### src/rtl/matrix_frame_scroller_pkg.sv
// Shared types and constants for the LED matrix frame scroller.
// Build option: MATRIX_INVERT_EN inverts displayed rows for active-high boards.
package matrix_pkg;

    localparam int ROWS  = 8;
    localparam int ROW_W = 8;

    typedef logic [ROW_W-1:0]         row_t;
    typedef logic [$clog2(ROWS)-1:0]  row_idx_t;

    // A stored 1 is an unlit LED, so an all-ones row is blank.
    localparam row_t BLANK_ROW = 8'hFF;

    typedef enum logic {
        SCROLL_UP   = 1'b0,   // offset + 1 per tick
        SCROLL_DOWN = 1'b1    // offset - 1 per tick
    } scroll_dir_e;

    typedef enum logic {
        ST_IDLE    = 1'b0,
        ST_PENDING = 1'b1     // commit seen, waiting for a scroll boundary
    } commit_state_e;

    // Maps a stored (active-low) row to the polarity presented to the scanner.
    function automatic row_t display_row(input row_t stored);
`ifdef MATRIX_INVERT_EN
        return ~stored;
`else
        return stored;
`endif
    endfunction

endpackage

### src/rtl/matrix_frame_scroller_if.sv
// Host-side write/commit bus into the shadow pattern bank.
interface matrix_frame_scroller_if #(
    parameter int ADDR_W = 4
) ();
    import matrix_pkg::*;

    logic              wr_valid;
    logic              wr_ready;
    logic [ADDR_W-1:0] wr_addr;
    row_t              wr_data;
    logic              commit;

    modport master (output wr_valid, output wr_addr, output wr_data, output commit,
                    input  wr_ready);
    modport slave  (input  wr_valid, input  wr_addr, input  wr_data, input  commit,
                    output wr_ready);
endinterface

### src/rtl/matrix_frame_scroller_tick_gen.sv
// Free-running prescaler producing a 1-cycle scroll tick every TICK_DIV clocks.
module matrix_tick_gen #(
    parameter int TICK_DIV = 12500000
) (
    input  logic clk,
    input  logic reset,
    output logic tick
);
    localparam int CNT_W = $clog2(TICK_DIV);

    logic [CNT_W-1:0] count_reg;

    assign tick = (count_reg == CNT_W'(TICK_DIV - 1));

    // Count 0..TICK_DIV-1 and wrap; runs whether or not scrolling is enabled.
    always_ff @(posedge clk or negedge reset) begin
        if (!reset) begin
            count_reg <= '0;
        end else if (tick) begin
            count_reg <= '0;
        end else begin
            count_reg <= count_reg + CNT_W'(1);
        end
    end
endmodule

### src/rtl/matrix_frame_scroller.sv
// Double-buffered 8x8 LED pattern store with scroll window and tear-free commit.
// Build option: MATRIX_INVERT_EN presents inverted rows (reset rd_data 8'h00).
module matrix_frame_scroller
    import matrix_pkg::*;
#(
    parameter int DEPTH    = 16,
    parameter int TICK_DIV = 12500000
) (
    input  logic                     clk,
    input  logic                     reset,
    matrix_frame_scroller_if.slave   wr_bus,
    input  logic                     scroll_en,
    input  logic                     scroll_dir,
    input  row_idx_t                 rd_row,
    output row_t                     rd_data,
    output logic [$clog2(DEPTH)-1:0] offset,
    output logic                     swap_done
);
    localparam int ADDR_W = $clog2(DEPTH);

    commit_state_e     state_reg, state_next;
    logic              active_reg;           // index of the bank being displayed
    logic [ADDR_W-1:0] offset_reg, offset_next;
    logic              swap_done_reg;
    row_t              rd_data_reg;

    logic              tick;
    logic              swap;
    logic              wr_fire;
    logic [1:0]        bank_wr_en;
    logic [ADDR_W-1:0] rd_idx;
    row_t [1:0]        bank_row;

    matrix_tick_gen #(.TICK_DIV(TICK_DIV)) u_tick_gen (
        .clk   (clk),
        .reset (reset),
        .tick  (tick)
    );

    // Writes are refused while a commit waits, so the pending frame stays frozen.
    assign wr_bus.wr_ready = (state_reg == ST_IDLE);
    assign wr_fire         = wr_bus.wr_valid && wr_bus.wr_ready;
    assign bank_wr_en[0]   = wr_fire &&  active_reg;
    assign bank_wr_en[1]   = wr_fire && !active_reg;

    // Window index wraps naturally in ADDR_W bits.
    assign rd_idx = offset_reg + ADDR_W'(rd_row);

    for (genvar gi = 0; gi < 2; gi++) begin : g_bank
        row_t mem_reg [DEPTH];

        // Pattern bank: blank on reset, written only while it is the shadow.
        always_ff @(posedge clk or negedge reset) begin
            if (!reset) begin
                for (int i = 0; i < DEPTH; i++) begin
                    mem_reg[i] <= BLANK_ROW;
                end
            end else if (bank_wr_en[gi]) begin
                mem_reg[wr_bus.wr_addr] <= wr_bus.wr_data;
            end
        end

        assign bank_row[gi] = mem_reg[rd_idx];
    end

    // Commit sequencing: a stopped display swaps at once, a scrolling one on a tick.
    always_comb begin
        state_next = state_reg;
        swap       = 1'b0;
        case (state_reg)
            ST_IDLE: begin
                if (wr_bus.commit) begin
                    state_next = ST_PENDING;
                end
            end
            ST_PENDING: begin
                if (tick || !scroll_en) begin
                    swap       = 1'b1;
                    state_next = ST_IDLE;
                end
            end
            default: state_next = ST_IDLE;
        endcase
    end

    // Scroll offset: a swap restarts the window at 0 and overrides any step.
    always_comb begin
        offset_next = offset_reg;
        if (swap) begin
            offset_next = '0;
        end else if (tick && scroll_en) begin
            if (scroll_dir_e'(scroll_dir) == SCROLL_DOWN) begin
                offset_next = offset_reg - ADDR_W'(1);
            end else begin
                offset_next = offset_reg + ADDR_W'(1);
            end
        end
    end

    // Control state, bank select and the registered read port.
    always_ff @(posedge clk or negedge reset) begin
        if (!reset) begin
            state_reg     <= ST_IDLE;
            active_reg    <= 1'b0;
            offset_reg    <= '0;
            swap_done_reg <= 1'b0;
            rd_data_reg   <= display_row(BLANK_ROW);
        end else begin
            state_reg     <= state_next;
            active_reg    <= active_reg ^ swap;
            offset_reg    <= offset_next;
            swap_done_reg <= swap;
            rd_data_reg   <= display_row(bank_row[active_reg]);
        end
    end

    assign rd_data   = rd_data_reg;
    assign offset    = offset_reg;
    assign swap_done = swap_done_reg;
endmodule
### src/flat_wrapper.sv
// flat-port wrapper written by rule: the top's interface ports become plain ports
module matrix_frame_scroller_flat import matrix_pkg::*;
#(
    parameter int DEPTH    = 16,
    parameter int TICK_DIV = 12500000
)
  (clk, reset, scroll_en, scroll_dir, rd_row, rd_data, offset, swap_done, wr_bus_wr_valid, wr_bus_wr_addr, wr_bus_wr_data, wr_bus_commit, wr_bus_wr_ready);
  matrix_frame_scroller_if wr_bus_i ();
  input  logic clk;
  input  logic reset;
  input  logic scroll_en;
  input  logic scroll_dir;
  input  row_idx_t rd_row;
  output row_t rd_data;
  output logic [$clog2(DEPTH)-1:0] offset;
  output logic swap_done;
  input wire logic [$bits(wr_bus_i.wr_valid)-1:0] wr_bus_wr_valid;
  input wire logic [$bits(wr_bus_i.wr_addr)-1:0] wr_bus_wr_addr;
  input wire logic [$bits(wr_bus_i.wr_data)-1:0] wr_bus_wr_data;
  input wire logic [$bits(wr_bus_i.commit)-1:0] wr_bus_commit;
  output wire logic [$bits(wr_bus_i.wr_ready)-1:0] wr_bus_wr_ready;
  assign wr_bus_i.wr_valid = wr_bus_wr_valid;
  assign wr_bus_i.wr_addr = wr_bus_wr_addr;
  assign wr_bus_i.wr_data = wr_bus_wr_data;
  assign wr_bus_i.commit = wr_bus_commit;
  assign wr_bus_wr_ready = wr_bus_i.wr_ready;
  matrix_frame_scroller #(.DEPTH(DEPTH), .TICK_DIV(TICK_DIV)) u_core (.clk(clk), .reset(reset), .wr_bus(wr_bus_i), .scroll_en(scroll_en), .scroll_dir(scroll_dir), .rd_row(rd_row), .rd_data(rd_data), .offset(offset), .swap_done(swap_done));
endmodule
### config.mk
export PLATFORM = sky130hd
export DESIGN_NAME = matrix_frame_scroller_flat
export DESIGN_NICKNAME = d
export VERILOG_FILES = /design/src/rtl/matrix_frame_scroller_pkg.sv /design/src/rtl/matrix_frame_scroller_if.sv /design/src/rtl/matrix_frame_scroller_tick_gen.sv /design/src/rtl/matrix_frame_scroller.sv /design/src/flat_wrapper.sv
export SDC_FILE = /design/constraint.sdc
export NUM_CORES = 1
export LEC_CHECK = 0
export ABC_CLOCK_PERIOD_IN_PS = 3350
export CAP_MARGIN = 10
export CORE_UTILIZATION = 30
export DETAILED_ROUTE_END_ITERATION = 6
export PLACE_DENSITY = 0.52
export SYNTH_ARGS = -nofsm -noshare
export SYNTH_HDL_FRONTEND = slang
export SYNTH_SLANG_ARGS = --single-unit
### constraint.sdc
create_clock -name clk -period 3.35 [get_ports clk]
set_input_delay 0.67 -clock clk [delete_from_list [all_inputs] [get_ports clk]]
set_output_delay 0.67 -clock clk [all_outputs]
set_load 0.05 [all_outputs]
==> results.rst, run 1 <==
.. list-table::
   :header-rows: 1

   * - Metric
     - Value
   * - Worst IR drop on VDD
     - 0.000378 V
   * - Number of nets produced by synthesis
     - 1153
   * - Number of flops mapped to enable cells by yosys
     - 0
   * - Number of routed nets with antenna violations
     - 0
   * - Fin. Hold Viols
     - 0
   * - Total of buffers placed on input and output ports
     - 34
   * - Tot Pwr
     - 11400 uW
   * - Static leakage
     - 0.00669 uW
   * - Die width
     - 222 um
   * - Unrepaired setup endpoints after global routing
     - yes
   * - Global-route wire length before repair
     - 60.0 mm
   * - Pwr dens
     - 657 nW/um2
   * - # fillers
     - 4662
   * - Largest net degree at the start of global routing
     - 87
   * - Register area
     - between 7000 and 8000 um2
   * - Ys async rst share
     - 100%
   * - Inserted Clock Buffers
     - 36
   * - Sw Pwr
     - between 2000 and 3000 uW
   * - Xor/xnor cell area share of the yosys netlist
     - 1.79%
   * - Worst-case clock skew
     - 0.0130 ns
   * - Synthesis-stage register bit count
     - 295
   * - Clock share of power
     - 32.3%
   * - Post-synthesis cell area
     - 14500 um2
   * - Simple-gate share of the synthesized area
     - 11.2%
   * - Source-to-sink clock delay at the later pin of the worst-skew pair
     - 0.52 ns
   * - Combinational fraction of design power
     - about a fifth
   * - Area fraction of the dominant cell type after synthesis
     - 48.0%
   * - Outcome
     - completed
   * - Post-Synth Adder-Cell Area
     - 0.796%
   * - Tightest slew margin relative to the limit
     - between 40 and 50%
   * - CTS Buffer Depth
     - 3
   * - Gr usage total
     - around 16%
   * - Weighted congestion at the end of routability-driven global placement
     - 0.778
   * - Max Freq
     - 310 MHz
   * - Starting utilization of the core area
     - between 30 and 40%
   * - Fraction of layout cells with a size suffix above 1
     - 55.6%
   * - Netlist cell types
     - 42
   * - Number of clock sinks
     - 295
   * - Per-cell routed wire length
     - 20.6 um
   * - Final critical-path required period
     - 3.23 ns
   * - Sum of routed wire length over all layers
     - 38.0 mm
   * - Final Instance Area
     - 17300 um2
   * - Vias after detailed routing
     - between 9k and 10k
   * - Total negative slack for setup checks
     - 0 ns
   * - Number of instances in the synthesized netlist
     - around 1.1k
   * - Post-synthesis area per instance
     - 12.9 um2
   * - Number of search-and-repair iterations in the first detailed-routing pass
     - 6
   * - Via count of the first global-routing pass
     - 9896
   * - Setup-violating endpoint count in the final report
     - 0
   * - Critical path arrival
     - approximately 3.7 ns
   * - I/O pin count
     - 35
   * - Tightest Pin Transition
     - 0.813 ns
   * - Total area of multi-input combinational cells
     - 6420 um2
   * - CTS H-tree lvls
     - 2
   * - Sequential group share of total power
     - 49.0%
   * - Critical path endpoint category
     - flip-flop
   * - Ratio of final minimum period to clock period
     - 96.3%
   * - Hold buffer count at cts
     - 0
   * - Row count
     - 80
   * - CP Launch Type
     - input pin
   * - Placeable core region
     - between 40000 and 50000 um2
   * - Min-Delay Path Class
     - reg -> reg
   * - Residual DRC
     - 0
   * - Synth-to-Final Area Change
     - 19.7%
   * - Post-detailed-placement half-perimeter wirelength
     - around 24 mm
   * - Root Buffer Master
     - sky130_fd_sc_hd__clkbuf_16
   * - Die Y-Extent
     - approximately 220 um
   * - Compound-Gate Fraction of Synth Area
     - 7.95%
   * - Switching part of the total power
     - 25.6%
   * - Top cell type by total area after synthesis
     - sky130_fd_sc_hd__dfstp_2
   * - Top cells by area, synth
     - sky130_fd_sc_hd__dfstp_2 (48%), sky130_fd_sc_hd__mux2_2 (19%), sky130_fd_sc_hd__a2111oi_0 (7.3%)
   * - Int Pwr
     - 8470 uW
   * - Proportion of synthesized chip area in sequential cells
     - 53.3%
   * - Share of cell area taken by muxes after synthesis
     - about 22%
   * - Die ar.
     - 49100 um2
   * - Number of warnings issued by yosys
     - 0
   * - Dominant register cell in the synthesized netlist
     - sky130_fd_sc_hd__dfstp_2
   * - Antenna violations before repair
     - 0
   * - Net total in the final layout
     - 1231
   * - CTS clk-pin slew, worst paths
     - 0.05 ns
   * - Clock tree from TritonCTS
     - done
   * - Worst Path Max Fanout
     - 43
   * - Combinational family with the most area after synthesis
     - multiplexers
   * - Type of the worst setup path
     - in -> reg
   * - Flip-flop count of the largest register after layout
     - 256
   * - Number of pins exceeding their max-slew limit in the final report
     - 0
   * - Count of routing violations after the opening detailed-route iteration
     - 495
   * - MaxCap Viol Count
     - 0
   * - Standard cell area after detailed placement
     - 16200 um2
   * - Average via count per standard cell
     - about 5.2
   * - CP Data Required Time
     - 3.78 ns
   * - Total congestion overflow after global routing
     - 0
## worst paths after layout
check	startpoint	to	slack, ns	cells after the start
setup / recovery	rd_row[0]	u_core.rd_data[2]$_DFF_PN1_	0.12	11
hold / removal	u_core.u_tick_gen.count_reg[0]$_DFF_PN0_	u_core.u_tick_gen.count_reg[0]$_DFF_PN0_	0.49	1
setup reg to reg	u_core.offset[0]$_DFFE_PN0P_	u_core.rd_data[2]$_DFF_PN1_	0.29	10
hold reg to reg	u_core.u_tick_gen.count_reg[0]$_DFF_PN0_	u_core.u_tick_gen.count_reg[0]$_DFF_PN0_	0.49	1
max in group asynchronous	reset	u_core.g_bank[0].mem_reg[5]$_DFFE_PN1P_	2.25	2
min in group asynchronous	reset	u_core.g_bank[0].mem_reg[60]$_DFFE_PN1P_	0.55	1
## power groups by stage
stage          Combinational, uW  Clock (uW)  Sequential (uW)
5_1_grt                     2310        3930             5700
2_1_floorplan               1390           0             5550
3_3_place_gp                2090           0             5600
6_report                    2130        3670             5570
3_5_place_dp                2140           0             5610
4_1_cts                     2140        3790             5570
## cell type report
type / instances / share of cell area (%)
timing repair buffer: 131 / 7.38
clock inverter: 4 / 0.116
multi-input combinational: 733 / 37.1
antenna: 1 / 0.0145
sequential: 295 / 44.6
inverter: 5 / 0.108
clock buffer: 58 / 6.21
tap: 615 / 4.45
## logic make-up (layout without fill, tap and decap cells)
kind of cell	count (synthesis)	count (layout)
compound gates	134	134
xor+xnor	27	27
fa+ha+maj	8	8
buf+inv	96	198
flops	295	295
mux	289	289
other cells	0	1
simple gates	275	275
## metrics by stage
stage                     utilization (%)  setup WS (ns)  std cells  hold WS [ns]
after floorplan                         -          0.643       1124         0.374
after global placement               33.9         -0.505       1779         0.481
after detailed placement             33.9         -0.506       1779         0.488
after CTS                            36.2         0.0495       1841         0.494
after global routing                 36.3       -0.00692       1841         0.511
final                                36.3          0.123       1842         0.489
## routing by layer
layer / global-route usage (%) / vias to the layer above / wire length (um)
li1: - / 4327 / -
met1: 21.8 / 4946 / 18300
met2: 24.9 / 175 / 17200
met3: 3.10 / 61 / 1590
met4: 4.26 / 0 / 788
met5: 0 / - / 0
## cells in the final DEF, fill, tap and decap left out, types with 10 or more instances in the layout
master	netlist	routed
sky130_fd_sc_hd__dfstp_2	264	264
sky130_fd_sc_hd__mux2_2	244	244
sky130_fd_sc_hd__nor2b_1	125	125
sky130_fd_sc_hd__a2111oi_0	120	111
sky130_fd_sc_hd__buf_4	0	81
sky130_fd_sc_hd__clkbuf_16	0	37
sky130_fd_sc_hd__clkdlybuf4s50_1	0	33
sky130_fd_sc_hd__nor4_1	33	32
sky130_fd_sc_hd__mux2i_1	31	31
sky130_fd_sc_hd__dfrtp_1	31	31
sky130_fd_sc_hd__nand2_1	25	25
sky130_fd_sc_hd__nand3_1	23	23
sky130_fd_sc_hd__nor2_1	23	23
sky130_fd_sc_hd__mux2_1	14	14
sky130_fd_sc_hd__clkbuf_1	66	14
sky130_fd_sc_hd__buf_12	0	14
sky130_fd_sc_hd__xor2_1	13	13
sky130_fd_sc_hd__nand4_1	12	12
sky130_fd_sc_hd__xnor2_1	11	11
sky130_fd_sc_hd__nor2_2	10	10
## critical path, stage by stage
cell	delay, ns
sky130_fd_sc_hd__clkdlybuf4s50_1	0.41
sky130_fd_sc_hd__ha_2	0.19
sky130_fd_sc_hd__fa_4	0.83
sky130_fd_sc_hd__buf_12	0.24
sky130_fd_sc_hd__buf_4	0.19
sky130_fd_sc_hd__nor2b_1	0.05
sky130_fd_sc_hd__a2111oi_0	0.37
sky130_fd_sc_hd__nor4_1	0.11
sky130_fd_sc_hd__buf_4	0.17
sky130_fd_sc_hd__mux2i_1	0.27
sky130_fd_sc_hd__mux2i_1	0.13
## synth_stat cells, types with 2 or more instances
cell type,number
sky130_fd_sc_hd__inv_2,2
sky130_fd_sc_hd__xnor2_2,2
sky130_fd_sc_hd__clkbuf_1,66
sky130_fd_sc_hd__nand3_1,23
sky130_fd_sc_hd__mux2_1,14
sky130_fd_sc_hd__fa_1,2
sky130_fd_sc_hd__nor4_1,33
sky130_fd_sc_hd__dfrtp_1,31
sky130_fd_sc_hd__nor3_1,2
sky130_fd_sc_hd__nor2_1,23
sky130_fd_sc_hd__mux2_2,244
sky130_fd_sc_hd__dfstp_2,264
sky130_fd_sc_hd__buf_1,6
sky130_fd_sc_hd__nor2_2,10
sky130_fd_sc_hd__xor2_1,13
sky130_fd_sc_hd__mux2i_1,31
sky130_fd_sc_hd__and3_1,3
sky130_fd_sc_hd__and2_1,2
sky130_fd_sc_hd__nor2b_1,125
sky130_fd_sc_hd__nand2_1,25
sky130_fd_sc_hd__buf_2,19
sky130_fd_sc_hd__o21ai_0,3
sky130_fd_sc_hd__nand2b_1,6
sky130_fd_sc_hd__nor3_4,3
sky130_fd_sc_hd__nand4_1,12
sky130_fd_sc_hd__a2111oi_0,120
sky130_fd_sc_hd__and4_1,2
sky130_fd_sc_hd__a21o_1,2
sky130_fd_sc_hd__ha_1,6
sky130_fd_sc_hd__a21oi_1,3
sky130_fd_sc_hd__a2bb2oi_1,2
sky130_fd_sc_hd__inv_1,3
sky130_fd_sc_hd__nor3_2,2
sky130_fd_sc_hd__xnor2_1,11
sky130_fd_sc_hd__o2bb2ai_1,2
## what timing repair did
action,in CTS,in global routing
resized for setup,0,16
setup buffers,0,0
endpoints found under the setup margin,0,3
No activity file was read; power rests on OpenSTA's default activity.
==> run 2: changes to the inputs <==
--- a/config.mk
+++ b/config.mk
@@ -8,8 +8,10 @@
 export ABC_CLOCK_PERIOD_IN_PS = 3350
 export CAP_MARGIN = 10
 export CORE_UTILIZATION = 30
+export CTS_CLUSTER_SIZE = 28
 export DETAILED_ROUTE_END_ITERATION = 6
 export PLACE_DENSITY = 0.52
+export RECOVER_POWER = 25
 export SYNTH_ARGS = -nofsm -noshare
 export SYNTH_HDL_FRONTEND = slang
 export SYNTH_SLANG_ARGS = --single-unit
==> results.rst, run 2 (same netlist as run 1, synthesis figures left out) <==
.. list-table::
   :header-rows: 1

   * - Metric
     - Value
   * - Number of clock sinks
     - 295 (unchanged)
   * - Inserted Clock Buffers
     - 36 (unchanged)
   * - # fillers
     - 4665 (+0.064%)
   * - Via count of the first global-routing pass
     - 9896 (unchanged)
   * - Switching part of the total power
     - 25.6% (about the same)
   * - R2R depth
     - 10 (unchanged)
   * - Fin. Hold Viols
     - 0 (unchanged)
   * - Number of search-and-repair iterations in the first detailed-routing pass
     - 4 (-2)
   * - Antenna violations before repair
     - 0 (unchanged)
   * - Post-detailed-placement half-perimeter wirelength
     - 24.0 mm (unchanged)
   * - Clock share of power
     - 32.3% (about the same)
   * - Average via count per standard cell
     - 5.16 (-0.14%)
   * - Most used cells in the layout excluding fill and tap cells
     - sky130_fd_sc_hd__dfstp_2 (264), sky130_fd_sc_hd__mux2_2 (244), sky130_fd_sc_hd__nor2b_1 (125), sky130_fd_sc_hd__a2111oi_0 (111), sky130_fd_sc_hd__buf_4 (81)
   * - Flip-flop count of the largest register after layout
     - 256 (unchanged)
   * - Global-route wire length before repair
     - 60.0 mm (unchanged)
   * - Register area
     - 7710 um2 (unchanged)
   * - Most common library cell in the layout ignoring fill and taps
     - sky130_fd_sc_hd__dfstp_2
   * - CP Launch Type
     - input pin
   * - Combinational fraction of design power
     - 18.7% (about the same)
   * - Source-to-sink clock delay at the later pin of the worst-skew pair
     - 0.52 ns (about the same)
   * - Type of the worst setup path
     - in -> reg
   * - Ratio of final minimum period to clock period
     - 96.3% (about the same)
   * - Layout Utilization
     - 36.3% (-0.047 points)
   * - Worst-case clock skew
     - 0.0138 ns (+0.000748 ns)
   * - CP Data Required Time
     - 3.78 ns (about the same)
   * - Fraction of layout cells with a size suffix above 1
     - 55.6% (unchanged)
   * - Outcome
     - complete, but fails checks
   * - MaxCap Viol Count
     - 1 (+1)
   * - Unrepaired setup endpoints after global routing
     - yes
   * - Die Y-Extent
     - 222 um (unchanged)
   * - Max Freq
     - 310 MHz (about the same)
   * - Total area of multi-input combinational cells
     - 6420 um2 (unchanged)
   * - Cell depth of the worst min-delay path
     - 1 (unchanged)
   * - CTS H-tree lvls
     - 2 (unchanged)
   * - Largest net degree at the start of global routing
     - 87 (unchanged)
   * - Tightest Pin Transition
     - 2.39 ns (+1.58 ns)
   * - R2r startpoint
     - u_core.offset[0]$_DFFE_PN0P_
   * - Tightest slew margin relative to the limit
     - -59.5% (-110 points)
   * - Setup-violating endpoint count in the final report
     - 0 (unchanged)
   * - Gr usage total
     - 15.7% (unchanged)
   * - Start point of the critical path
     - rd_row[0]
   * - Violations in the final reports
     - capacitance limit, slew limit
   * - Worst Path Max Fanout
     - 43 (unchanged)
   * - Critical path endpoint category
     - flip-flop
   * - Number of routed nets with antenna violations
     - 0 (unchanged)
   * - Vias after detailed routing
     - 9496 (-0.14%)
   * - Final critical-path required period
     - 3.23 ns (-0.000200 ns)
   * - Hold buffer count at cts
     - 0 (unchanged)
   * - Per-cell routed wire length
     - 20.6 um (about the same)
   * - Sw Pwr
     - 2910 uW (about the same)
   * - Row count
     - 80 (unchanged)
   * - Starting utilization of the core area
     - 30.3% (unchanged)
   * - Number of pins exceeding their max-slew limit in the final report
     - 85 (+85)
   * - Sum of routed wire length over all layers
     - 38.0 mm (about the same)
   * - Tot Pwr
     - 11400 uW (about the same)
   * - CTS clk-pin slew, worst paths
     - 0.05 ns (about the same)
   * - Int Pwr
     - 8460 uW (about the same)
   * - CTS Buffer Depth
     - 3 (unchanged)
   * - Min-Delay Path Class
     - reg -> reg
   * - Root Buffer Master
     - sky130_fd_sc_hd__clkbuf_16
   * - Pwr dens
     - 658 nW/um2 (+0.11%)
   * - Startpoint of the lowest-slack hold path
     - u_core.u_tick_gen.count_reg[0]$_DFF_PN0_
   * - Total of buffers placed on input and output ports
     - 34 (unchanged)
   * - Die ar.
     - 49100 um2 (unchanged)
   * - I/O pin count
     - 35 (unchanged)
   * - Weighted congestion at the end of routability-driven global placement
     - 0.778 (unchanged)
   * - Sequential group share of total power
     - 49.0% (about the same)
   * - Critical path arrival
     - 3.66 ns (about the same)
   * - Placeable core region
     - 47600 um2 (unchanged)
   * - Static leakage
     - 0.00668 uW (-0.12%)
   * - Die width
     - 222 um (unchanged)
   * - Total congestion overflow after global routing
     - 0 (unchanged)
   * - Residual DRC
     - 0 (unchanged)
   * - Synth-to-Final Area Change
     - 19.5%
   * - Worst IR drop on VDD
     - 0.000378 V (about the same)
   * - Clock tree from TritonCTS
     - done
   * - Count of routing violations after the opening detailed-route iteration
     - 499 (+0.81%)
   * - Net total in the final layout
     - 1231 (unchanged)
-- run 2: cell count changes in the layout (fill, tap and decap cells not counted) --
cell,change
sky130_fd_sc_hd__clkbuf_2,+1
sky130_fd_sc_hd__buf_8,-1
sky130_fd_sc_hd__buf_12,-1
sky130_fd_sc_hd__clkbuf_4,+1
-- run 2: what timing repair did --
action                     4_1_cts  5_1_grt
buffers inserted                 0        0
setup endpoints to repair        0        3
resized for setup                0       16
-- run 2: cell type report --
type / instances / area share [%]
Clock inverter: 4 / 0.116
Inverter: 5 / 0.109
Sequential cell: 295 / 44.6
Antenna cell: 1 / 0.0145
Timing Repair Buffer: 131 / 7.26
Multi-Input combinational cell: 733 / 37.2
Clock buffer: 58 / 6.22
Tap cell: 615 / 4.45
-- run 2: per-stage QoR --
| stage | hold WS [ns] | instances | setup TNS, ns | setup slack [ns] | cell area, um2 |
|---|---|---|---|---|---|
| 2_1_floorplan | 0.374 | 1124 | 0 | 0.643 | 14500 |
| 3_3_place_gp | 0.481 | 1779 | -2.87 | -0.505 | 16200 |
| 3_5_place_dp | 0.488 | 1779 | -2.99 | -0.506 | 16200 |
| 4_1_cts | 0.494 | 1841 | 0 | 0.0495 | 17200 |
| 5_1_grt | 0.511 | 1841 | -0.0108 | -0.00692 | 17300 |
| 6_report | 0.489 | 1842 | 0 | 0.123 | 17300 |
-- run 2: final timing paths --
| kind | to | slack [ns] |
|---|---|---|
| worst max-delay path | u_core.rd_data[2]$_DFF_PN1_ | 0.12 |
| worst min-delay path | u_core.u_tick_gen.count_reg[0]$_DFF_PN0_ | 0.49 |
| worst max register to register | u_core.rd_data[2]$_DFF_PN1_ | 0.29 |
| worst min register to register | u_core.u_tick_gen.count_reg[0]$_DFF_PN0_ | 0.49 |
| max in group asynchronous | u_core.rd_data[7]$_DFF_PN1_ | 0.63 |
| min in group asynchronous | u_core.g_bank[0].mem_reg[60]$_DFFE_PN1P_ | 1.65 |
-- run 2: critical path, cell delays in order --
cell	delay, ns
sky130_fd_sc_hd__clkdlybuf4s50_1	0.41
sky130_fd_sc_hd__ha_2	0.19
sky130_fd_sc_hd__fa_4	0.83
sky130_fd_sc_hd__buf_12	0.24
sky130_fd_sc_hd__buf_4	0.19
sky130_fd_sc_hd__nor2b_1	0.05
sky130_fd_sc_hd__a2111oi_0	0.37
sky130_fd_sc_hd__nor4_1	0.11
sky130_fd_sc_hd__buf_4	0.17
sky130_fd_sc_hd__mux2i_1	0.27
sky130_fd_sc_hd__mux2i_1	0.13
-- run 2: per-layer routing --
metal | part of all wire [%] | global-route usage (%) | vias up
met5 | 0 | 0 | -
met4 | 2.0 | 4.26 | 0
met3 | 4.5 | 3.10 | 57
met2 | 46 | 24.9 | 170
met1 | 48 | 21.8 | 4944
li1 | - | - | 4325
-- run 2: power groups by stage --
stage               clock network, uW  logic (uW)  registers (uW)
floorplan                           0        1390            5550
global placement                    0        2090            5600
detailed placement                  0        2140            5610
CTS                              3790        2140            5570
global route                     3930        2310            5700
finish                           3670        2130            5570
